### src/rtl/bmc_pkg.sv
`default_nettype none
// ============================================================================
//  Module      : bmc_pkg
//  Description : Shared types and constants for the BMC transmit path.
//                Holds the scheduler state encoding, channel encoding, the
//                six S/PDIF-style preamble patterns (MSB sent first) and a
//                helper that picks the pattern for a subframe.
//  Revision    : 1.0 - initial release
// ============================================================================
package bmc_pkg;

    typedef enum logic [1:0] {
        IDLE = 2'd0,
        PRE  = 2'd1,
        DATA = 2'd2,
        PAR  = 2'd3
    } state_t;

    typedef enum logic {
        CH_A = 1'b0,
        CH_B = 1'b1
    } chan_t;

    localparam int PRE_CELLS = 8;

    // Variant 0 is used when the line currently sits low, variant 1 when high.
    localparam logic [7:0] c_PRE_Z0 = 8'b1110_1000;
    localparam logic [7:0] c_PRE_Z1 = 8'b0001_0111;
    localparam logic [7:0] c_PRE_X0 = 8'b1110_0010;
    localparam logic [7:0] c_PRE_X1 = 8'b0001_1101;
    localparam logic [7:0] c_PRE_Y0 = 8'b1110_0100;
    localparam logic [7:0] c_PRE_Y1 = 8'b0001_1011;

    // Z marks the A subframe of the first frame in a block, X any other
    // A subframe, Y every B subframe.
    function automatic logic [7:0] pre_select(input chan_t ch,
                                              input logic  first_frame,
                                              input logic  pol);
        logic [7:0] pat;
        if (ch == CH_B) begin
            pat = pol ? c_PRE_Y1 : c_PRE_Y0;
        end else if (first_frame) begin
            pat = pol ? c_PRE_Z1 : c_PRE_Z0;
        end else begin
            pat = pol ? c_PRE_X1 : c_PRE_X0;
        end
        return pat;
    endfunction

endpackage
`default_nettype wire

### src/rtl/bmc_tx_scheduler_timer.sv
`default_nettype none
// ============================================================================
//  Module      : bmc_cell_timer
//  Description : Half-cell timebase. Counts 0..CELL_DIV-1 while i_run is
//                high and wraps; held at 0 otherwise.
//  Ports       : clk, rst   - clock, synchronous active-high reset
//                i_run      - count enable (counter forced to 0 when low)
//                o_tick     - first cycle of a half-cell (count == 0)
//                o_last     - last cycle of a half-cell (count == CELL_DIV-1)
//  Revision    : 1.0 - initial release
// ============================================================================
module bmc_cell_timer #(
    parameter int CELL_DIV = 4
) (
    input  logic clk,
    input  logic rst,
    input  logic i_run,
    output logic o_tick,
    output logic o_last
);

    localparam int              CNT_W     = (CELL_DIV > 1) ? $clog2(CELL_DIV) : 1;
    localparam logic [CNT_W-1:0] c_CNT_MAX = CNT_W'(CELL_DIV - 1);

    logic [CNT_W-1:0] r_cnt;

    always_ff @(posedge clk) begin
        if (rst) begin
            r_cnt <= '0;
        end else if (!i_run || (r_cnt == c_CNT_MAX)) begin
            r_cnt <= '0;
        end else begin
            r_cnt <= r_cnt + 1'b1;
        end
    end

    assign o_tick = i_run && (r_cnt == '0);
    assign o_last = i_run && (r_cnt == c_CNT_MAX);

endmodule
`default_nettype wire

### src/rtl/bmc_tx_scheduler.sv
`default_nettype none
// ============================================================================
//  Module      : bmc_tx_scheduler
//  Description : Subframe sequencer in front of the BMC encoder. Accepts
//                payload words over valid/ready and emits, one half-cell at a
//                time, an 8-cell raw preamble, DATA_W payload bits (LSB first,
//                two half-cells each) and an even-parity bit. Alternates
//                channels A/B and inserts a Z preamble at each block start.
//  Ports       : clk, rst            - clock, synchronous active-high reset
//                en                  - run enable (stops after current subframe)
//                din/din_valid/din_ready - payload handshake
//                line_in             - encoder line level, picks preamble polarity
//                enc_bit/enc_phase/enc_bmc/enc_valid - per-half-cell encoder control
//                sf_start/blk_start/underrun - subframe event pulses
//  Revision    : 1.0 - initial release
// ============================================================================
module bmc_tx_scheduler
    import bmc_pkg::*;
#(
    parameter int DATA_W    = 24,
    parameter int CELL_DIV  = 4,
    parameter int BLOCK_LEN = 192
) (
    input  logic              clk,
    input  logic              rst,
    input  logic              en,
    input  logic [DATA_W-1:0] din,
    input  logic              din_valid,
    output logic              din_ready,
    input  logic              line_in,
    output logic              enc_bit,
    output logic              enc_phase,
    output logic              enc_bmc,
    output logic              enc_valid,
    output logic              sf_start,
    output logic              blk_start,
    output logic              underrun
);

    localparam int IDX_SPAN = (2 * DATA_W > PRE_CELLS) ? 2 * DATA_W : PRE_CELLS;
    localparam int IDX_W    = $clog2(IDX_SPAN);
    localparam int FRM_W    = (BLOCK_LEN > 1) ? $clog2(BLOCK_LEN) : 1;

    localparam logic [IDX_W-1:0] c_IDX_PRE_LAST  = IDX_W'(PRE_CELLS - 1);
    localparam logic [IDX_W-1:0] c_IDX_DATA_LAST = IDX_W'(2 * DATA_W - 1);
    localparam logic [IDX_W-1:0] c_IDX_ONE       = IDX_W'(1);
    localparam logic [FRM_W-1:0] c_FRM_LAST      = FRM_W'(BLOCK_LEN - 1);

    state_t             r_state;
    chan_t              r_chan;
    logic [FRM_W-1:0]   r_frame;
    logic [IDX_W-1:0]   r_idx;      // half-cell index within the current state
    logic [7:0]         r_pat;      // preamble, shifted left as cells go out
    logic [DATA_W-1:0]  r_data;     // payload, shifted right per finished bit
    logic               r_par;
    logic               r_enc_bit;
    logic               r_enc_phase;
    logic               r_enc_bmc;
    logic               r_enc_valid;
    logic               r_sf_start;
    logic               r_blk_start;
    logic               r_underrun;

    logic               w_tick;
    logic               w_last;
    logic               w_sf_end;
    logic               w_ready;
    logic               w_take;
    logic               w_start;
    chan_t              w_chan_nx;
    logic [FRM_W-1:0]   w_frame_nx;
    chan_t              w_start_chan;
    logic [FRM_W-1:0]   w_start_frame;
    logic [7:0]         w_start_pat;
    logic [DATA_W-1:0]  w_start_word;
    logic               w_start_par;
    logic [DATA_W-1:0]  w_shift;

    bmc_cell_timer #(
        .CELL_DIV (CELL_DIV)
    ) u_timer (
        .clk    (clk),
        .rst    (rst),
        .i_run  (r_state != IDLE),
        .o_tick (w_tick),
        .o_last (w_last)
    );

    // Final cycle of the parity bit's second half: the only in-flight point
    // where a new word may be taken.
    assign w_sf_end = (r_state == PAR) && (r_idx == c_IDX_ONE) && w_last;
    assign w_ready  = !rst && en && ((r_state == IDLE) || w_sf_end);
    assign w_take   = w_ready && din_valid;
    // From IDLE only a real word starts a subframe; back-to-back an empty
    // slot is filled with a zero payload instead of leaving a gap.
    assign w_start  = w_take || (w_sf_end && en);

    assign w_chan_nx  = (r_chan == CH_A) ? CH_B : CH_A;
    assign w_frame_nx = (r_chan == CH_B) ? ((r_frame == c_FRM_LAST) ? '0 : r_frame + 1'b1)
                                         : r_frame;

    // A subframe launched at a subframe end belongs to the advanced counters.
    assign w_start_chan  = (r_state == IDLE) ? r_chan  : w_chan_nx;
    assign w_start_frame = (r_state == IDLE) ? r_frame : w_frame_nx;
    assign w_start_pat   = pre_select(w_start_chan, (w_start_frame == '0), line_in);
    assign w_start_word  = w_take ? din : '0;
    assign w_start_par   = w_take ? ^din : 1'b0;
    assign w_shift       = r_data >> 1;

    always_ff @(posedge clk) begin
        if (rst) begin
            r_state     <= IDLE;
            r_chan      <= CH_A;
            r_frame     <= '0;
            r_idx       <= '0;
            r_pat       <= '0;
            r_data      <= '0;
            r_par       <= 1'b0;
            r_enc_bit   <= 1'b0;
            r_enc_phase <= 1'b0;
            r_enc_bmc   <= 1'b0;
            r_enc_valid <= 1'b0;
            r_sf_start  <= 1'b0;
            r_blk_start <= 1'b0;
            r_underrun  <= 1'b0;
        end else begin
            r_sf_start  <= 1'b0;
            r_blk_start <= 1'b0;
            r_underrun  <= 1'b0;

            if (w_start) begin
                if (w_sf_end) begin
                    r_chan  <= w_chan_nx;
                    r_frame <= w_frame_nx;
                end
                r_state     <= PRE;
                r_idx       <= '0;
                r_pat       <= w_start_pat;
                r_data      <= w_start_word;
                r_par       <= w_start_par;
                r_enc_bit   <= w_start_pat[7];
                r_enc_phase <= 1'b0;
                r_enc_bmc   <= 1'b0;
                r_enc_valid <= 1'b1;
                r_sf_start  <= 1'b1;
                r_blk_start <= (w_start_chan == CH_A) && (w_start_frame == '0);
                r_underrun  <= !w_take;
            end else if (w_sf_end) begin
                // Enable dropped: stop cleanly, keep channel/frame position.
                r_chan      <= w_chan_nx;
                r_frame     <= w_frame_nx;
                r_state     <= IDLE;
                r_idx       <= '0;
                r_enc_bit   <= 1'b0;
                r_enc_phase <= 1'b0;
                r_enc_bmc   <= 1'b0;
                r_enc_valid <= 1'b0;
            end else if (w_last) begin
                r_enc_valid <= 1'b1;
                case (r_state)
                    PRE: begin
                        if (r_idx == c_IDX_PRE_LAST) begin
                            r_state     <= DATA;
                            r_idx       <= '0;
                            r_enc_bit   <= r_data[0];
                            r_enc_phase <= 1'b0;
                            r_enc_bmc   <= 1'b1;
                        end else begin
                            r_idx       <= r_idx + 1'b1;
                            r_pat       <= r_pat << 1;
                            r_enc_bit   <= r_pat[6];
                            r_enc_phase <= ~r_enc_phase;
                        end
                    end
                    DATA: begin
                        if (r_idx == c_IDX_DATA_LAST) begin
                            r_state     <= PAR;
                            r_idx       <= '0;
                            r_enc_bit   <= r_par;
                            r_enc_phase <= 1'b0;
                        end else begin
                            r_idx       <= r_idx + 1'b1;
                            r_enc_phase <= ~r_enc_phase;
                            // Move to the next payload bit only after its second half.
                            if (r_enc_phase) begin
                                r_data    <= w_shift;
                                r_enc_bit <= w_shift[0];
                            end
                        end
                    end
                    PAR: begin
                        r_idx       <= r_idx + 1'b1;
                        r_enc_phase <= 1'b1;
                    end
                    default: begin
                    end
                endcase
            end else if (w_tick) begin
                r_enc_valid <= 1'b0;
            end
        end
    end

    assign din_ready = w_ready;
    assign enc_bit   = r_enc_bit;
    assign enc_phase = r_enc_phase;
    assign enc_bmc   = r_enc_bmc;
    assign enc_valid = r_enc_valid;
    assign sf_start  = r_sf_start;
    assign blk_start = r_blk_start;
    assign underrun  = r_underrun;

endmodule
`default_nettype wire

### config.mk
export PLATFORM = sky130hd
export DESIGN_NAME = bmc_tx_scheduler
export DESIGN_NICKNAME = d
export VERILOG_FILES = /design/src/rtl/bmc_pkg.sv /design/src/rtl/bmc_tx_scheduler_timer.sv /design/src/rtl/bmc_tx_scheduler.sv
export SDC_FILE = /design/constraint.sdc
export NUM_CORES = 1
export LEC_CHECK = 0
export CORE_ASPECT_RATIO = 1.75
export CORE_MARGIN = 2
export CORE_UTILIZATION = 56
export CTS_CLUSTER_DIAMETER = 50
export CTS_CLUSTER_SIZE = 30
export DETAILED_ROUTE_END_ITERATION = 10
export HOLD_SLACK_MARGIN = 0.05
export PLACE_DENSITY = 0.78
export SLEW_MARGIN = 25
export SYNTH_ARGS = -nofsm -noshare
export SYNTH_HDL_FRONTEND = slang
export SYNTH_SLANG_ARGS = --single-unit
### constraint.sdc
create_clock -name clk -period 3 [get_ports clk]
set_input_delay 0.6 -clock clk [delete_from_list [all_inputs] [get_ports clk]]
set_output_delay 0.6 -clock clk [all_outputs]
set_load 0.1 [all_outputs]
## Yosys cells after proc, flatten, opt, wreduce, memory -nomap -nowiden

Cells that the tools add are included.

| storage, ports and cells | value |
|---|---|
| register bits after elaboration | 58 |
| input port bits | 29 |
| output and inout bits | 8 |
| logic and storage cells | 124 |

| operators by class | value |
|---|---|
| add/subtract/negate cells | 3 |
| equality and inequality tests | 16 |
| mux-type cells | 47 |
| bitwise operators | 3 |
| reductions and logical operators | 39 |

Operators with widths:

| operator | number |
|---|---|
| $mux 24 | 7 |
| $mux 8 | 8 |
| $mux 7 | 5 |
| $reduce_xor 24->1 | 1 |
| $mux 1 | 19 |
| $pmux 6 s3 | 1 |
| $mux 6 | 2 |
| $reduce_and 4->1 | 3 |
| $reduce_bool 2->1 | 6 |
| $logic_and 1x1->1 | 9 |
| $add 8x1->8 const B | 1 |
| $eq 8x8->1 const B | 1 |
| $logic_not 8->1 | 1 |
| $ne 2x2->1 const B | 4 |
| $ne 4x4->1 const B | 2 |
| $reduce_bool 4->1 | 2 |
| $add 6x1->6 const B | 1 |
| $eq 2x2->1 const B | 3 |
| $eq 6x1->1 const B | 1 |
| $eq 6x3->1 const B | 1 |
| $eq 6x6->1 const B | 1 |
| $reduce_and 3->1 | 2 |
| $reduce_bool 3->1 | 2 |
| $ne 5x5->1 const B | 1 |
| 15 further kinds | 24 |

## Longest topological paths before layout

Gate-level depths: netlist of run 1.

| depth | value |
|---|---|
| depth in word-level cells | 9 |
| depth in mapped cells | 11 |
| depth with buffers taken out | 8 |

## Modules after synthesis

A second synthesis of run 1 with hierarchy kept.

| unflattened totals | value |
|---|---|
| cell total of the unflattened synthesis | 398 |
| area, all modules | 3256.9 um^2 |

By module, submodules not included:

| module | times used | cells each | area each (um^2) | seq. area each (um^2) |
|---|---|---|---|---|
| bmc_tx_scheduler | 1 | 388 | 3144.3 | 1121.1 |
| bmc_cell_timer | 1 | 10 | 112.6 | 40.0 |

## Worst setup path after synthesis of run 1

OpenSTA, ideal clock, no wires.

| timing | value |
|---|---|
| kind | register to output |
| start | reg r_state[0] |
| end | out din_ready |
| arrival | 2.556 ns |
| required time | 2.400 ns |
| slack | -0.156 ns |
| cell stages (with the launch flop) | 9 |
| path buffers | 2 |
| cells stage by stage | dfxtp_1 > inv_1 > ha_1 > nand2b_1 > buf_2 > nor4_4 > buf_6 > nor2_2 > nor2_1 |

| on the way | value |
|---|---|
| cells in the longest elaborated chain, start to end | 5 |
| elaborated cells on any way between the ends | 8 |
| those cells by class | eq/ne (1); reduce/logical (7) |

RTL lines:

| item | RTL line | source |
|---|---|---|
| start, declared | bmc_tx_scheduler.sv:49 | `state_t r_state;` |
| start signal, assigned | bmc_tx_scheduler.sv:112 | `r_state <= IDLE;` |
| start signal, assigned | bmc_tx_scheduler.sv:136 | `r_state <= PRE;` |
| start signal, assigned | bmc_tx_scheduler.sv:152 | `r_state <= IDLE;` |
| $eq 2x2->1 or $reduce_bool 2->1 (tied branches) | bmc_tx_scheduler.sv:91, bmc_tx_scheduler.sv:84 |  |
| $logic_and 1x1->1, on equally long branches | bmc_tx_scheduler.sv:91, bmc_tx_scheduler_timer.sv:38 |  |
| $logic_and 1x1->1 | bmc_tx_scheduler.sv:91 | `assign w_sf_end = (r_state == PAR) && (r_idx == c_IDX_ONE) && w_last;` |
| $logic_or 1x1->1 (*) | bmc_tx_scheduler.sv:92 | `assign w_ready = !rst && en && ((r_state == IDLE) \|\| w_sf_end);` |
| $logic_and 1x1->1 (*) | bmc_tx_scheduler.sv:92 |  |
| end, declared | bmc_tx_scheduler.sv:29 | `output logic din_ready,` |

Every way passes the cells marked *; elsewhere a longest branch is shown, timed or not.

## Worst setup path after layout of run 1

Same ends and word-level chain as after synthesis.

==> results of run 1 <==
layout by cell type, fill, tap and decap left out, drive strengths merged, types with 8 or more instances in the layout:
cell type and n:
mux2i 8, nor3 12, clkbuf 14, nand2 44
o21ai 37, dfxtp 58, a21oi 15, buf 17
xnor2 23, ha 9, clkdlybuf4s50 28, inv 9
a211oi 27, nor2 52, nand3 12
what timing repair did:
action                     4_1_cts  5_1_grt
setup buffers                    0        2
setup endpoints to repair        0        1
resized for setup                0        2
kinds of logic (layout without fill, tap and decap cells):
kind of cell,Yosys count,after routing,share of synthesized area (%)
AOI/OAI and AO/OA,103,103,20.9
xor gates and xnor gates,30,30,8.07
adders and majority gates,9,9,3.46
buffers and inverters,35,70,5.00
DFF,58,58,35.7
muxes,10,10,3.15
and+or+nand+nor,157,157,23.7
stage by stage:
| step | hold slack (ns) | utilization, % | area [sq um] | std cells | setup slack [ns] |
|---|---|---|---|---|---|
| 3_3_place_gp | 0.446 | 65.0 | 3630 | 495 | 0.518 |
| 4_1_cts | 0.471 | 68.5 | 3830 | 511 | 0.0719 |
| 5_1_grt | 0.502 | 68.9 | 3850 | 513 | 0.0539 |
| 6_report | 0.469 | 68.9 | 3850 | 513 | 0.187 |
| 3_5_place_dp | 0.461 | 65.0 | 3630 | 495 | 0.460 |
| 2_1_floorplan | 0.431 | - | 3260 | 402 | 0.312 |
power by group through the flow:
stage / Sequential [uW] / Combinational [uW] / Clock (uW)
finish: 813 / 271 / 727
global route: 816 / 295 / 784
CTS: 813 / 270 / 741
detailed placement: 830 / 266 / 0
global placement: 829 / 262 / 0
floorplan: 838 / 169 / 0
layer usage:
metal / share of wire [%] / GRT usage (%) / up-vias
li1: - / - / 1478
met5: 0 / 0 / -
met4: 2.9 / 14.6 / 0
met2: 53 / 42.6 / 83
met3: 3.7 / 6.31 / 19
met1: 40 / 29.6 / 1419
flip-flops by register name, summed over array words and instances (netlist names):
signal / count
u_timer.r_cnt: 2
r_idx: 6
underrun: 1
enc_bmc: 1
r_chan: 1
enc_valid: 1
r_data: 24
r_par: 1
r_frame: 8
r_pat: 7
sf_start: 1
enc_phase: 1
r_state: 2
enc_bit: 1
blk_start: 1
Yosys cell counts (all sizes together), types with 3 or more instances:
cell type,n
nor3,12
and3,3
a211oi,27
clkbuf,16
nor2,52
nand2,44
a21oi,15
inv,9
mux2i,8
and2,4
nand2b,3
o21ai,37
xor2,7
buf,10
xnor2,23
ha,9
or3,5
dfxtp,58
nand4,4
nor4,3
nand3,12
nor4b,3
worst max-delay path by stage:
stage / endpoint / cells after the start
after global routing: din_ready / 7
after CTS: din_ready / 7
after floorplan: din_ready / 8
after global placement: din_ready / 7
after detailed placement: din_ready / 7
final: din_ready / 7
cell type report:
class                      instances  area share, %
clock buffer                      14           4.23
clock inverter                     2          0.911
inverter                           9          0.878
multi-input combinational        309           50.4
sequential                        58           30.2
tap                               76           2.47
timing repair buffer              45           10.9
==> metrics, run 1 <==
outcome=completed; clock group share of total power=about 40%; final WL=7510 um; Largest stage delay, worst path=about 0.40 ns; drc violations=0; leak pwr=0.00140 uW; deepest level of the CTS H-tree=3; width of the die=between 60 and 70 um; die area=0.00646 sq mm; final worst path period need=around 2.8 ns; WHS Path Cells=1; first-pass GRT wire length=roughly 13000 um; cell-internal power=~1400 uW; Post-CTS Hold Fix Bufs=0; Most used DFF post-synth=dfxtp_1; TritonCTS Buffers=9; mapped cell area=0.00326 sq mm; Pins Over Slew Limit=0; Routed Antenna Nets=0; Hold Crit Class=flip-flop to flip-flop; worst r2r src=r_state[0]; Final Power=between 1500 and 2000 uW; Post-synth EDFFs=0; critical-path maximum fanout=13; pin count of the biggest net entering global routing=43; Fin Setup TNS=0 ns; WHS Endpoint=u_timer.r_cnt[0]; CP Launch Point=r_state[0]; clock buffer depth=2; core area=about 0.0056 sq mm; GRT Util Overall=a little over a quarter; CP Capture Type=output port; Synth-to-Final Area Change=18.2%; CP required=between 2 and 2.5 ns; WP data arrival=around 2.2 ns; total gr overflow=0; Post-Syn Instances=around 400; initial antenna violation count=0; CP startpoint kind=flip-flop; Slew headroom=approximately 67%; vias in the first global route=about 2.9k; synth top area cells=dfxtp_1 (36%), xnor2_1 (6.2%), nor2_1 (5.9%); Syn. warnings=0; R2R Setup Slk=between 0.4 and 0.5 ns; area occupied by multi-input gates=approximately 0.0019 sq mm; Top cell by count, worst path=nor2_2; Hold Path Origin=u_timer.r_cnt[0]; Net Sw Frac=around 25%; Port-buffer cells=36; Worst Skew=around 0.0053 ns; share of flip-flops with an asynchronous set or reset=0%; unrepaired setup endpoints after global routing=false; ant diodes=0; Peak VDD IR=approximately 0.4 mV; syn_area_per_cell=8.10 sq um; drt via density=between 5 and 6; post-DP HPWL=roughly 5400 um; Net Sw Power=~460 uW; Filler Cell Count=a little over 500; Yosys cell types=53; syn nets=440; Slew @ Worst Pin=around 0.50 ns; #FFs+latches synth=between 50 and 60; Clock Latency Late Sink=0.34 ns; clock root buffer=clkbuf_8; CTS clk-pin slew, worst paths=roughly 0.060 ns; f_max=355 MHz; pwr dens=~470 mW/mm^2; CP Buf/Inv Count=2; Logic pwr share=about 15%; highest-delay cell along the critical path=nor4_4; via count=~3.0k; GPL Wtd Cong=0.871; critical path class=flip-flop to output port; cell family with most CP delay=simple AND/OR/NAND/NOR gates; Initial Utilization=around 58%; post-route clock period utilization=a little over nine tenths; post-synth top area cell=dfxtp_1; max cap viols=0; average wire per standard cell=about 15 um; CTS sink count=58; Final Hold Viols=0; row cnt=36; TritonRoute pass-1 iters=4; Seq pwr share=between 40% and 50%; final setup fails=0; sequential-to-total area share from yosys stat=35.7%; io pins=37; R2R Path End=r_frame[6]; Synth top area share=a little over a third; Die Ht=~100 um; layout cell share with drive strength beyond 1=between 10% and 20%; CP Cell Sequence=inv_1, ha_2, nand2b_2, nor4_4, nor2_2, nor2_2, buf_12; Final #Nets=between 400 and 500; area occupied by registers=0.00116 sq mm; CTS tree=done; drt initial violations=144; FF-to-FF path depth=9
No activity file was read; power rests on OpenSTA's default activity.
==> run 2, diff against run 1 <==
--- a/config.mk
+++ b/config.mk
@@ -5,6 +5,7 @@
 export SDC_FILE = /design/constraint.sdc
 export NUM_CORES = 1
 export LEC_CHECK = 0
+export CAP_MARGIN = 20
 export CORE_ASPECT_RATIO = 1.75
 export CORE_MARGIN = 2
 export CORE_UTILIZATION = 56
==> results of run 2 <==
Same layout as run 1: the final DEF is identical, and so are final timing and power.
==> edit 1, RTL diff (settings of run 2) <==
The package constant `PRE_CELLS` goes from 8 to 16.
--- a/src/rtl/bmc_pkg.sv
+++ b/src/rtl/bmc_pkg.sv
@@ -23,3 +23,3 @@
 
-    localparam int PRE_CELLS = 8;
+    localparam int PRE_CELLS = 16;
 
Formal check against the unedited RTL: no difference found for any inputs over 10 cycles, from zero or initial values and one cycle with rst high; that may be too few to reach the edited logic, so the function may still have changed.
==> edit 1 against run 2 <==
Power fell by 7.9%. Routed wire length fell by 3.9%. Worst hold slack improved by 0.0085 ns. Register-to-register slack improved by 0.08 ns. Area after synthesis fell by 1.7%. Sequential cell count did not move. Worst setup slack improved by 0.098 ns. Final area fell by 2.4%.
==> edit 1: results (changes against run 2) <==
- Status: finished clean
- DR pass1 iterations: 4 (unchanged)
- First-pass GRT wire length: 12.3 mm (-5.1%)
- Routed wire length: 7.21 mm (-3.9%)
- Library cells used by synthesis: 53 (unchanged)
- # H-tree levels: 3 (unchanged)
- Top cells by area, synth: dfxtp_1 (36%), xnor2_1 (7.1%), nor2_1 (6.7%), a211oi_1 (6.6%), o21ai_0 (5.0%)
- Ant diodes: 0 (unchanged)
- Final #Nets: 462 (-1.7%)
- Cts hold-fix bufs: 0 (unchanged)
- Worst VDD drop: 0.395 mV (-4.1%)
- Number of synthesized flops with an enable pin: 0 (unchanged)
- Total GRT Usage: 24.9% (-1.2 points)
- Port bufs: 36 (unchanged)
- Root Buffer Master: clkbuf_8
- Async set or reset register ratio after synthesis: 0% (unchanged)
- Vias in the first global route: 2883 (-1.5%)
- Pleak: 1.33 nW (-5.0%)
- Largest regs: r_data: 24 flops, r_frame: 8 flops, r_pat: 7 flops
- Clk slew on worst S/H paths: 0.06 ns (about the same)
- HPWL after DPL: 5.34 mm (-2.0%)
- Initial detailed-routing violation count: 162 (+13%)
- Worst-Skew Late Latency: 0.34 ns (about the same)
- Worst EP arrival: 2.12 ns (-0.09 ns)
- Post-synthesis sequential area ratio: 36.3% (+0.63 points)
- Post-synth net total: 429 (-2.5%)
- Yosys warnings: 0 (unchanged)
- Setup Skew: 0.00888 ns (+0.00362 ns)
- Total CTS buffers: 9 (unchanged)
- Tightest Hold Check Type: flop to flop
- Final Max Tran Viols: 0 (unchanged)
- Via count: 2909 (-3.0%)
- Routability cong.: 0.923 (+6.0%)
- Largest net degree at the start of global routing: 29 (-33%)
- Most instantiated cells after synthesis: dfxtp_1 (58), nor2_1 (57), nand2_1 (40), o21ai_0 (32), a211oi_1 (28)
- Post-CTS sizing: 0 (unchanged)
- Tightest Pin Transition: 0.523 ns (+0.0233 ns)
- Crit Path Max Fanout: 11 (-2)
- Layout cells sized above 1: 10.5% (-0.012 points)
- Post-CTS Setup Inserts: 0 (unchanged)
- Initial antenna violation count: 0 (unchanged)
- # fillers: 493 (-3.5%)
edit 1: cell types whose count changed in the layout (fill, tap and decap cells not counted), moves of 4 or more:
cell             run 2  this run
nand2_1             44        40
a211oi_1            23        28
nor2_1              50        56
o21ai_0             36        32
and2_1               4         0
a21oi_1             15         9
or3_1                5         0
edit 1: layout make-up:
cell class,count,area (um^2),area share (%)
clock inverters,3,17.5,0.467
well taps,76,95.1,2.53
multi-input cells,297,1870,49.8
flip-flops and latches,58,1160,30.9
inverters,11,41.3,1.10
repair buffers,47,435,11.6
clock buffers,12,135,3.60
edit 1: power breakdown:
group / internal [mW] / switching (mW)
Combinational: 0.130 / 0.144
Clock: 0.292 / 0.289
Sequential: 0.799 / 0.0142
Total: 1.22 / 0.447
edit 1: stage by stage:
| step | instances | instance area [um^2] | worst slack (ns) |
|---|---|---|---|
| after global routing | 504 | 3750 | 0.0979 |
| after global placement | 489 | 3600 | 0.576 |
| after detailed placement | 489 | 3600 | 0.578 |
| final | 504 | 3750 | 0.284 |
| after CTS | 504 | 3750 | 0.257 |
| after floorplan | 391 | 3200 | 0.395 |
edit 1: path summary, 6_finish.rpt:
kind / cells after the start / to / from / slack, ns
max reg2reg: 10 / r_data[19]$_SDFFE_PP0P_ / r_state[0]$_SDFFE_PP0P_ / 0.56
max: 7 / din_ready / r_state[0]$_SDFFE_PP0P_ / 0.28
min reg2reg: 1 / u_timer.r_cnt[0]$_SDFF_PP0_ / u_timer.r_cnt[0]$_SDFF_PP0_ / 0.48
min: 1 / u_timer.r_cnt[0]$_SDFF_PP0_ / u_timer.r_cnt[0]$_SDFF_PP0_ / 0.48
edit 1: worst max-delay path, stage by stage (launching register included):
cell and delay, ns:
dfxtp_1 0.35, inv_1 0.09, ha_1 0.36, nor2b_1 0.20, and4_1 0.35, nor2_4 0.07
nor2_2 0.15, buf_12 0.19
edit 1: kinds of logic after synthesis:
logic type                 count (synthesis)  share of synthesized area (%)
muxes                                      9                           2.89
and+or+nand+nor                          150                           22.8
adders and majority gates                  9                           3.52
AOI/OAI and AO/OA                         95                           19.7
xor gates and xnor gates                  34                           9.31
buffers and inverters                     36                           5.51
DFF                                       58                           36.3
edit 1: routing by layer:
| layer | vias up | part of all wire (%) | track usage (%) |
|---|---|---|---|
| met2 | 69 | 56 | 44.7 |
| met4 | 0 | 2.2 | 11.8 |
| met1 | 1372 | 39 | 26.1 |
| li1 | 1456 | - | - |
| met3 | 12 | 3.4 | 4.48 |
| met5 | - | 0 | 0 |
==> edit 2, RTL diff (config.mk and constraints of run 2) <==
Made on the original files. Encoding of `state_t`: now one-hot (4 bits for 4 states).
--- a/src/rtl/bmc_pkg.sv
+++ b/src/rtl/bmc_pkg.sv
@@ -11,7 +11,7 @@
 
-    typedef enum logic [1:0] {
-        IDLE = 2'd0,
-        PRE  = 2'd1,
-        DATA = 2'd2,
-        PAR  = 2'd3
+    typedef enum logic [3:0] {
+        IDLE = 4'b0001,
+        PRE  = 4'b0010,
+        DATA = 4'b0100,
+        PAR  = 4'b1000
     } state_t;
Function: no difference found for any inputs over 10 cycles, from zero or initial values and one cycle with rst high; not proved beyond that.
==> edit 2 against run 2 <==
Maximum frequency is 13% higher. Via count is 2.5% lower. Area after synthesis is 1.4% lower. Worst setup slack better by 0.33 ns. Final cell count is 0.97% lower. Final area is 1.2% lower. Sequential cell count is 2 higher. Global-route usage is 1.7 points lower. Routed wire length is 6.7% lower. Power is 2.9% higher. Critical endpoint unchanged. Largest cell class unchanged. Largest power group unchanged.
==> edit 2: results (changes against run 2) <==
- Top cells by area, synth: dfxtp_1 (37%), a211oi_1 (7.0%), nor2_1 (6.9%), xnor2_1 (6.8%), nand2_1 (6.0%)
- Post-Synth XOR/XNOR Area: 9.28% (+1.2 points)
- Status: finished clean
- DR pass1 iterations: 5 (+1)
- Final #Nets: 464 (-1.3%)
- Gate power share: 13.2% (-1.7 points)
- Clock group share of total power: 42.3% (+2.1 points)
- Reg-to-reg critical path startpoint: r_idx[1]$_SDFFE_PP0P_
- Min Hold Slack: 0.458 ns (-0.0109 ns)
- Inverters, non-clock: 6 (-3)
- Crit Path Max Fanout: 5 (-8)
- Routed length per placed instance: 13.8 um (-5.8%)
- Worst slew margin: 68.7% (+2.2 points)
- M1 GR Usage: 28.5% (-1.1 points)
- Metal3 WL: 248 um (-11%)
- Total GRT Usage: 24.4% (-1.7 points)
- Non-clock buffer share: 10.7% (-0.20 points)
- First-pass GRT wire length: 12.2 mm (-5.2%)
- DP Worst Slack: 0.598 ns (+0.138 ns)
- Via count: 2925 (-2.5%)
- Slowest library cell on the worst path: nor3_1
- Post-synthesis sequential area ratio: 37.4% (+1.8 points)
- Most instantiated cells after synthesis: dfxtp_1 (60), nor2_1 (59), nand2_1 (51), a211oi_1 (30), o21ai_0 (30)
- Worst EP arrival: 1.88 ns (-0.33 ns)
- Layout cells sized above 1: 10.4% (-0.11 points)
- Post-synthesis compound-gate area fraction: 20.5% (-0.44 points)
- Seq cells post-synth: 60 (+3.4%)
- Clock buf/inv share: 5.56% (+0.42 points)
- Pleak: 1.34 nW (-4.5%)
## edit 2: changes by cell type in the layout (fill, tap and decap cells not counted), moves of 4 or more
cell	run 2	this run
nor2_1	50	59
a211oi_1	23	30
nand2_1	44	51
a21oi_1	15	19
nor2b_1	2	6
nor3_1	11	3
o21ai_0	36	30
a31oi_1	2	6
nand3_1	12	7
## edit 2: metrics by stage
stage / std cells / area [um^2]
after global routing: 508 / 3800
after CTS: 508 / 3800
after detailed placement: 495 / 3590
after floorplan: 402 / 3210
final: 508 / 3800
after global placement: 495 / 3590
## edit 2: how the worst max path moves through the flow
stage | to | slack, ns | cells past startpoint
6_report | din_ready | 0.52 | 5
5_1_grt | din_ready | 0.39 | 6
4_1_cts | din_ready | 0.49 | 6
3_5_place_dp | r_data[8]$_SDFFE_PP0P_ | 0.60 | 7
3_3_place_gp | r_data[7]$_SDFFE_PP0P_ | 0.67 | 7
2_1_floorplan | din_ready | 0.06 | 6
